### src/rtl/shift_seq_if.sv
// Request/response bundle between ALU issue logic and the shift sequencer.
// The master issues shift requests and consumes results; the slave is the sequencer.
interface shift_seq_if #(
    parameter int unsigned DATA_W  = 16,
    parameter int unsigned SHAMT_W = 4
);
    logic               req_valid;
    logic               req_ready;
    logic [1:0]         req_op;
    logic [SHAMT_W-1:0] req_shamt;
    logic [DATA_W-1:0]  req_data;
    logic               rsp_valid;
    logic               rsp_ready;
    logic [DATA_W-1:0]  rsp_data;
    logic               rsp_err;
    logic               busy;

    modport master (
        output req_valid, req_op, req_shamt, req_data, rsp_ready,
        input  req_ready, rsp_valid, rsp_data, rsp_err, busy
    );

    modport slave (
        input  req_valid, req_op, req_shamt, req_data, rsp_ready,
        output req_ready, rsp_valid, rsp_data, rsp_err, busy
    );
endinterface

### src/rtl/shift_seq_ctrl.sv
// Multi-cycle SLL/SRL/SRA sequencer: shifts at most STEP positions per cycle
// and holds the result on a valid/ready response port until consumed.
module shift_seq_ctrl #(
    parameter int unsigned DATA_W  = 16,
    parameter int unsigned SHAMT_W = 4,
    parameter int unsigned STEP    = 1
) (
    input  logic       clk,
    input  logic       rst,
    shift_seq_if.slave bus
);
    typedef enum logic [1:0] {IDLE, SHIFT, DONE} state_t;

    localparam logic [1:0]         OP_SLL   = 2'b00;
    localparam logic [1:0]         OP_SRL   = 2'b01;
    localparam logic [1:0]         OP_ILL   = 2'b11;
    localparam logic [SHAMT_W-1:0] STEP_AMT = SHAMT_W'(STEP);

    state_t             state_q, state_d;
    logic [1:0]         op_q, op_d;
    logic [SHAMT_W-1:0] rem_q, rem_d;
    logic [SHAMT_W-1:0] k;
    logic [DATA_W-1:0]  data_q, data_d;
    logic [DATA_W-1:0]  fill_mask;
    logic               sign_q, sign_d;
    logic               err_q, err_d;
    logic               req_ready_q, req_ready_d;
    logic               rsp_valid_q, rsp_valid_d;
    logic               busy_q, busy_d;

    // Next-state, datapath step and registered-output decode
    always_comb begin
        state_d   = state_q;
        op_d      = op_q;
        rem_d     = rem_q;
        data_d    = data_q;
        sign_d    = sign_q;
        err_d     = err_q;
        k         = (rem_q > STEP_AMT) ? STEP_AMT : rem_q;
        fill_mask = ~({DATA_W{1'b1}} >> k);

        unique case (state_q)
            IDLE: begin
                if (bus.req_valid && req_ready_q) begin
                    op_d    = bus.req_op;
                    data_d  = bus.req_data;
                    sign_d  = bus.req_data[DATA_W-1];
                    err_d   = (bus.req_op == OP_ILL);
                    rem_d   = (bus.req_op == OP_ILL) ? '0 : bus.req_shamt;
                    state_d = SHIFT;
                end
            end
            SHIFT: begin
                if (rem_q == '0) begin
                    state_d = DONE;
                end else begin
                    rem_d = rem_q - k;
                    // Arithmetic fill uses the sign captured at accept time
                    unique case (op_q)
                        OP_SLL:  data_d = data_q << k;
                        OP_SRL:  data_d = data_q >> k;
                        default: data_d = (data_q >> k) | (sign_q ? fill_mask : '0);
                    endcase
                end
            end
            DONE: begin
                if (bus.rsp_ready) begin
                    state_d = IDLE;
                end
            end
            default: state_d = IDLE;
        endcase

        req_ready_d = (state_d == IDLE);
        rsp_valid_d = (state_d == DONE);
        busy_d      = (state_d != IDLE);
    end

    always_ff @(posedge clk) begin
        if (rst) begin
            state_q     <= IDLE;
            op_q        <= '0;
            rem_q       <= '0;
            data_q      <= '0;
            sign_q      <= 1'b0;
            err_q       <= 1'b0;
            req_ready_q <= 1'b1;
            rsp_valid_q <= 1'b0;
            busy_q      <= 1'b0;
        end else begin
            state_q     <= state_d;
            op_q        <= op_d;
            rem_q       <= rem_d;
            data_q      <= data_d;
            sign_q      <= sign_d;
            err_q       <= err_d;
            req_ready_q <= req_ready_d;
            rsp_valid_q <= rsp_valid_d;
            busy_q      <= busy_d;
        end
    end

    assign bus.req_ready = req_ready_q;
    assign bus.rsp_valid = rsp_valid_q;
    assign bus.rsp_data  = data_q;
    assign bus.rsp_err   = err_q;
    assign bus.busy      = busy_q;
endmodule
### src/flat_wrapper.sv
// flat-port wrapper written by rule: the top's interface ports become plain ports
module shift_seq_ctrl_flat 
#(
    parameter int unsigned DATA_W  = 16,
    parameter int unsigned SHAMT_W = 4,
    parameter int unsigned STEP    = 1
)
  (clk, rst, bus_req_valid, bus_req_op, bus_req_shamt, bus_req_data, bus_rsp_ready, bus_req_ready, bus_rsp_valid, bus_rsp_data, bus_rsp_err, bus_busy);
  shift_seq_if #(.DATA_W(DATA_W), .SHAMT_W(SHAMT_W)) bus_i ();
  input  logic clk;
  input  logic rst;
  input wire logic [$bits(bus_i.req_valid)-1:0] bus_req_valid;
  input wire logic [$bits(bus_i.req_op)-1:0] bus_req_op;
  input wire logic [$bits(bus_i.req_shamt)-1:0] bus_req_shamt;
  input wire logic [$bits(bus_i.req_data)-1:0] bus_req_data;
  input wire logic [$bits(bus_i.rsp_ready)-1:0] bus_rsp_ready;
  output wire logic [$bits(bus_i.req_ready)-1:0] bus_req_ready;
  output wire logic [$bits(bus_i.rsp_valid)-1:0] bus_rsp_valid;
  output wire logic [$bits(bus_i.rsp_data)-1:0] bus_rsp_data;
  output wire logic [$bits(bus_i.rsp_err)-1:0] bus_rsp_err;
  output wire logic [$bits(bus_i.busy)-1:0] bus_busy;
  assign bus_i.req_valid = bus_req_valid;
  assign bus_i.req_op = bus_req_op;
  assign bus_i.req_shamt = bus_req_shamt;
  assign bus_i.req_data = bus_req_data;
  assign bus_i.rsp_ready = bus_rsp_ready;
  assign bus_req_ready = bus_i.req_ready;
  assign bus_rsp_valid = bus_i.rsp_valid;
  assign bus_rsp_data = bus_i.rsp_data;
  assign bus_rsp_err = bus_i.rsp_err;
  assign bus_busy = bus_i.busy;
  shift_seq_ctrl #(.DATA_W(DATA_W), .SHAMT_W(SHAMT_W), .STEP(STEP)) u_core (.clk(clk), .rst(rst), .bus(bus_i));
endmodule
### config.mk
export PLATFORM = sky130hd
export DESIGN_NAME = shift_seq_ctrl_flat
export DESIGN_NICKNAME = d
export VERILOG_FILES = /design/src/rtl/shift_seq_if.sv /design/src/rtl/shift_seq_ctrl.sv /design/src/flat_wrapper.sv
export SDC_FILE = /design/constraint.sdc
export NUM_CORES = 1
export LEC_CHECK = 0
export BUFFER_PORTS_ARGS = -buffer_cell sky130_fd_sc_hd__buf_2
export CAP_MARGIN = 0
export CORE_UTILIZATION = 52
export DETAILED_ROUTE_END_ITERATION = 8
export PLACE_DENSITY = 0.76
export SLEW_MARGIN = 20
export SYNTH_ARGS = -nofsm -noshare
export SYNTH_HDL_FRONTEND = slang
export SYNTH_SLANG_ARGS = --single-unit
### constraint.sdc
create_clock -name clk -period 2.1 [get_ports clk]
set_input_delay 0.315 -clock clk [delete_from_list [all_inputs] [get_ports clk]]
set_output_delay 0.315 -clock clk [all_outputs]
set_load 0.02 [all_outputs]
==> impl_metrics.env, run 1 <==
export IMPL_cts_tree="yes"
export IMPL_worst_pin_slew_ps=970.0
export IMPL_cts_buffers_inserted=5
export IMPL_min_period_ps=1811
export IMPL_min_path_type="in -> reg"
export IMPL_drtIter0Drc=121
export IMPL_dp_cells=273
export IMPL_cts_sinks=29
export IMPL_irDropWorstVdd_uv=561.1
export IMPL_yosysSeqAreaShare_pct=33.92
export IMPL_holdWs_ps=215.9
export IMPL_fin_nets=264
export IMPL_crit_required_ps=2360
export IMPL_p_switching_w=0.0008578
export IMPL_cts_setup_buffers=0
export IMPL_drv_cap=0
export IMPL_hold_violations=0
export IMPL_synthArstFlopShare_pct=0
export IMPL_hold_buffers=0
export IMPL_place_hpwl_um=3028
export IMPL_ant_nets=0
export IMPL_leakage_nw=0.7947
export IMPL_port_buffers=45
export IMPL_clkPwrFrac_pct=23.2
export IMPL_grt_pass1_wl_um=7541
export IMPL_r2r_slack_ps=290
export IMPL_wl_per_cell_um=16.33
export IMPL_ys_ff_latch=29
export IMPL_pwr_share_comb_pct=39.7
export IMPL_root_buffer="clkbuf_4"
export IMPL_cts_max_path_buffers=2
export IMPL_first_global_vias=1629
export IMPL_synth_largest_area_cell="dfxtp_1"
export IMPL_p_per_area_mw_per_mm2=1044
export IMPL_synth_top_area_share_pct=33.92
export IMPL_finalCritPeriodShare_pct=86.23
export IMPL_fin_cells=281
export IMPL_tns_ps=0
export IMPL_initial_core_util_pct=55.61
export IMPL_arrival_ps=2070
export IMPL_nFillCells=289
export IMPL_drc=0
export IMPL_path_cells="o21ai_0 -> nor4b_1 -> o41ai_2"
export IMPL_overflow=0
export IMPL_synth_edff_count=0
export IMPL_slew_headroom_pct=35.25
export IMPL_crit_fanout=32
export IMPL_die_w_um=59.37
export IMPL_ys_flop_type="dfxtp_1"
export IMPL_cp_end_kind="flop"
export IMPL_status="finished clean"
export IMPL_synth_area_per_cell_sq_um=8.601
export IMPL_rsz0062_at_grt="false"
export IMPL_syn_cell_area_sq_mm=0.001712
export IMPL_die_h_um=59.37
export IMPL_yosys_warnings=0
export IMPL_fin_worst_skew_ps=9.679
export IMPL_dr_pass1_iters=4
export IMPL_htree_levels=2
export IMPL_critPathKind="reg -> reg"
export IMPL_grt_max_degree=34
export IMPL_drv_slew=0
export IMPL_netlist_instances=199
export IMPL_avgViaCountPerCell=6.302
export IMPL_cp_start_kind="flop"
export IMPL_drt_total_wl_um=4590
export IMPL_final_util_pct=65.98
export IMPL_place_gp_congestion=0.7969
export IMPL_vias=1771
export IMPL_track_usage_pct=29.00
export IMPL_totalPowerFinal_w=0.002120
export IMPL_setup_viol=0
export IMPL_drive_gt1_share_pct=29.96
export IMPL_syn_nets=227
export IMPL_design_core_area_sq_mm=0.003078
export IMPL_switching_share_pct=40.46
export IMPL_syn2layout_area_growth_pct=18.64
export IMPL_antenna_found_initial=0
export IMPL_die_area_sq_mm=0.003525
export IMPL_post_cts_resized=0
export IMPL_clk_latency_ps=340
export IMPL_synthDistinctLibCells=40
export IMPL_ioPinCount=46
export IMPL_critPathSlowestCell="dfxtp_1"
export IMPL_core_rowCount=20
export IMPL_ys_top_cells_by_area="dfxtp_1, o2111ai_1, o41ai_1, nor3b_1, nor4b_1"
export IMPL_p_int_w=0.001262
export IMPL_clk_pin_slew_ps=100
export IMPL_max_stage_delay_ps=970
export IMPL_diodes=0
export IMPL_max_freq_ghz=0.5522
export IMPL_p_seq_share_pct=37.1
## worst max-delay path: cells and delay by family (launching register included)
| family | cells | cell delay (ps) |
|---|---|---|
| flops | 1 | 970 |
| compound gates | 2 | 540 |
| simple gates | 1 | 210 |
## placed cells by master (no fill, tap or decap), drive strengths merged, types with 2 or more instances in the layout
cell / synthesis / final
nor4b: 12 / 12
dfxtp: 29 / 29
nor2: 18 / 18
inv: 4 / 4
nand3: 5 / 5
buf: 10 / 54
nor3b: 15 / 15
o2111ai: 15 / 15
o211ai: 2 / 2
a21oi: 7 / 7
ha: 2 / 2
nor4: 3 / 3
or3: 2 / 2
clkbuf: 14 / 7
o21ai: 14 / 14
o21a: 2 / 2
a211oi: 3 / 3
nand2: 11 / 11
a311oi: 3 / 3
o41ai: 15 / 15
## per-layer routing
metal | track usage [%] | vias to the layer above | part of all wire (%)
met5 | 0 | - | 0
met4 | 14.29 | 0 | 1.8
met3 | 5.022 | 8 | 6.2
met2 | 48.80 | 74 | 48
met1 | 35.50 | 834 | 44
li1 | - | 855 | -
## worst paths after layout
check,cells after the start,start,end
worst min-delay path,3,bus_req_shamt[3],u_core.rem_q[3]
worst min register to register,2,u_core.sign_q,u_core.sign_q
worst max-delay path,3,u_core.op_q[1],u_core.bus.rsp_data[7]
worst max register to register,3,u_core.op_q[1],u_core.bus.rsp_data[7]
## final cells by class
class | instances | area [sq um] | share of cell area (%)
Tap cell | 44 | 55.05 | 2.711
Inverter | 4 | 15.01 | 0.7394
Timing Repair Buffer | 54 | 292.8 | 14.42
Multi-Input combinational cell | 142 | 1002 | 49.35
Sequential cell | 29 | 580.6 | 28.59
Clock buffer | 7 | 55.05 | 2.711
Clock inverter | 1 | 30.03 | 1.479
## cell families (layout without fill, tap and decap cells)
kind of cell,after synthesis,count (layout),synth area share (%)
simple gates,75,75,27.63
compound gates,64,64,28.95
flops,29,29,33.92
buf+inv,28,66,7.529
fa+ha+maj,2,2,1.462
xor+xnor,1,1,0.5118
## state kept, by name, indices dropped and copies added, names as in the netlist
| name | cells |
|---|---|
| u_core.bus.busy | 1 |
| u_core.bus.req_ready | 1 |
| u_core.bus.rsp_data | 16 |
| u_core.bus.rsp_err | 1 |
| u_core.bus.rsp_valid | 1 |
| u_core.op_q | 2 |
| u_core.rem_q | 4 |
| u_core.sign_q | 1 |
| u_core.state_q | 2 |
## power groups by stage
| stage | combinational (W) | clock (W) | sequential, W |
|---|---|---|---|
| 2_1_floorplan | 0.000569 | 0 | 0.000838 |
| 3_3_place_gp | 0.000809 | 0 | 0.000784 |
| 3_5_place_dp | 0.000835 | 0 | 0.000795 |
| 4_1_cts | 0.000839 | 0.000499 | 0.000783 |
| 5_1_grt | 0.000924 | 0.000525 | 0.000801 |
| 6_report | 0.000842 | 0.000492 | 0.000786 |
## synthesized netlist by cell type (all sizes together), types with 2 or more instances
cell type	count
nor2	18
inv	4
o21ai	14
a211oi	3
dfxtp	29
o21a	2
a21oi	7
o211ai	2
nor3b	15
o41ai	15
nor4b	12
nor4	3
buf	10
a311oi	3
ha	2
o2111ai	15
clkbuf	14
nand3	5
or3	2
nand2	11
## metrics by stage
stage,worst slack [ps],cell area (sq um)
6_report,289.1,2031
5_1_grt,71.46,2031
4_1_cts,324.6,2031
3_5_place_dp,340.9,1946
3_3_place_gp,421.0,1946
2_1_floorplan,583.0,1712
Power figures use the tool's default switching activity.
==> run 2: changes to the inputs <==
--- a/config.mk
+++ b/config.mk
@@ -7,9 +7,10 @@
 export LEC_CHECK = 0
 export BUFFER_PORTS_ARGS = -buffer_cell sky130_fd_sc_hd__buf_2
 export CAP_MARGIN = 0
+export CORE_ASPECT_RATIO = 0.6
 export CORE_UTILIZATION = 52
 export DETAILED_ROUTE_END_ITERATION = 8
-export PLACE_DENSITY = 0.76
+export PLACE_DENSITY = 0.88
 export SLEW_MARGIN = 20
 export SYNTH_ARGS = -nofsm -noshare
 export SYNTH_HDL_FRONTEND = slang
==> impl_metrics.env, run 2 (synthesized netlist as in run 1, its figures left out) <==
export IMPL_max_stage_delay_ps=940
export IMPL_switching_share_pct=41.56
export IMPL_die_h_um=46.44
export IMPL_p_switching_w=0.0008606
export IMPL_slew_headroom_pct=37.41
export IMPL_drc=0
export IMPL_irDropWorstVdd_uv=764.8
export IMPL_finalCritPeriodShare_pct=85.62
export IMPL_hold_buffers=0
export IMPL_antenna_found_initial=0
export IMPL_drv_slew=0
export IMPL_final_common_cell="buf_2"
export IMPL_max_freq_ghz=0.5562
export IMPL_fin_worst_skew_ps=4.611
export IMPL_rsz0062_at_grt="false"
export IMPL_cts_setup_buffers=0
export IMPL_worst_pin_slew_ps=937.6
export IMPL_port_buffers=45
export IMPL_drtIter0Drc=185
export IMPL_largest_reg_flops=16
export IMPL_critPathSlowestCell="dfxtp_1"
export IMPL_design_core_area_sq_mm=0.003003
export IMPL_cts_buffers_inserted=5
export IMPL_vias=1734
export IMPL_post_cts_resized=0
export IMPL_htree_levels=2
export IMPL_cp_start_kind="flop"
export IMPL_dr_pass1_iters=4
export IMPL_min_period_ps=1798
export IMPL_clk_pin_slew_ps=60
export IMPL_cts_max_path_buffers=2
export IMPL_crit_start="u_core.op_q[1]"
export IMPL_crit_family="flip-flops"
export IMPL_cp_end_kind="flop"
export IMPL_cts_tree="yes"
export IMPL_p_seq_share_pct=38.2
export IMPL_tns_ps=0
export IMPL_drive_gt1_share_pct=29.79
export IMPL_place_hpwl_um=2939
export IMPL_leakage_nw=0.7921
export IMPL_critPathBufInv=0
export IMPL_core_rowCount=15
export IMPL_diodes=0
export IMPL_die_w_um=76.07
export IMPL_design_area_sq_mm=0.002029
export IMPL_crit_fanout=32
export IMPL_track_usage_pct=26.54
export IMPL_drv_cap=0
export IMPL_drt_total_wl_um=4407
export IMPL_reg2reg_from="u_core.op_q[1]"
export IMPL_syn2layout_area_growth_pct=18.57
export IMPL_root_buffer="clkbuf_8"
export IMPL_die_area_sq_mm=0.003532
export IMPL_final_cell_mix="buf_2, dfxtp_1, nor2_1, nor3b_1, o2111ai_1"
export IMPL_pwr_share_comb_pct=40.5
export IMPL_p_per_area_mw_per_mm2=1020
export IMPL_setup_viol=0
export IMPL_wl_per_cell_um=15.91
export IMPL_path_cells="o21ai_0 -> nor4b_1 -> o41ai_1"
export IMPL_ioPinCount=46
export IMPL_placed_area_sq_mm=0.001947
export IMPL_min_path_type="in -> reg"
export IMPL_hold_violations=0
export IMPL_avgViaCountPerCell=6.260
export IMPL_ant_nets=0
export IMPL_clk_latency_ps=290
export IMPL_p_int_w=0.001210
export IMPL_initial_core_util_pct=57.00
export IMPL_place_gp_congestion=0.8015
export IMPL_first_global_vias=1466
export IMPL_grt_pass1_wl_um=7127
export IMPL_fin_nets=262
export IMPL_clkPwrFrac_pct=21.2
export IMPL_critPathKind="reg -> reg"
export IMPL_grt_max_degree=34
export IMPL_overflow=0
export IMPL_crit_required_ps=2270
export IMPL_arrival_ps=1970
export IMPL_status="finished clean"
export IMPL_final_util_pct=67.58
export IMPL_cts_sinks=29
export IMPL_hold_start="bus_req_shamt[3]"
run 2: cell types whose count changed in the layout (fill, tap and decap cells not counted), sizes merged:
cell    before  now
clkbuf       7    6
clkinv       0    2
bufinv       1    0
buf         54   52
run 2: worst min-delay path, stage by stage:
cell and delay, ps:
buf_2 90, nand3_1 50, a21oi_1 50
run 2: final timing paths:
path	slack [ps]	cells past startpoint	end
worst max-delay path	300	3	u_core.bus.rsp_data[6]
worst min register to register	450	2	u_core.bus.rsp_err
worst min-delay path	270	3	u_core.rem_q[3]
worst max register to register	300	3	u_core.bus.rsp_data[6]
run 2: power groups by stage:
stage,clock network (W),logic (W),registers [W]
after floorplan,0,0.000569,0.000838
after detailed placement,0,0.000831,0.000797
after CTS,0.000444,0.000834,0.000786
after global routing,0.000465,0.000908,0.000809
final,0.000439,0.000840,0.000792
after global placement,0,0.000819,0.000793
run 2: stage by stage:
stage / std cells / total power [W] / hold slack, ps / setup slack, ps
after CTS: 277 / 0.002064 / 273.4 / 351.4
after floorplan: 199 / 0.001407 / 436.6 / 583.0
after global routing: 277 / 0.002183 / 287.7 / 68.82
after detailed placement: 269 / 0.001628 / 450.6 / 363.2
final: 277 / 0.002071 / 272.3 / 302.1
after global placement: 269 / 0.001612 / 446.9 / 416.7
run 2: cell type report:
cell class,count,area [sq um]
inverter,4,15.01
sequential,29,580.6
clock buffer,6,72.57
fill,257,973.4
timing repair buffer,52,290.3
clock inverter,2,10.01
tap,42,52.55
multi-input combinational,142,1008
run 2: routing by layer:
metal / vias up / track usage, % / share of wire (%)
li1: 844 / - / -
met1: 794 / 38.13 / 48
met2: 89 / 38.73 / 42
met3: 7 / 5.743 / 8.4
met4: 0 / 11.15 / 1.5
met5: - / 0 / 0
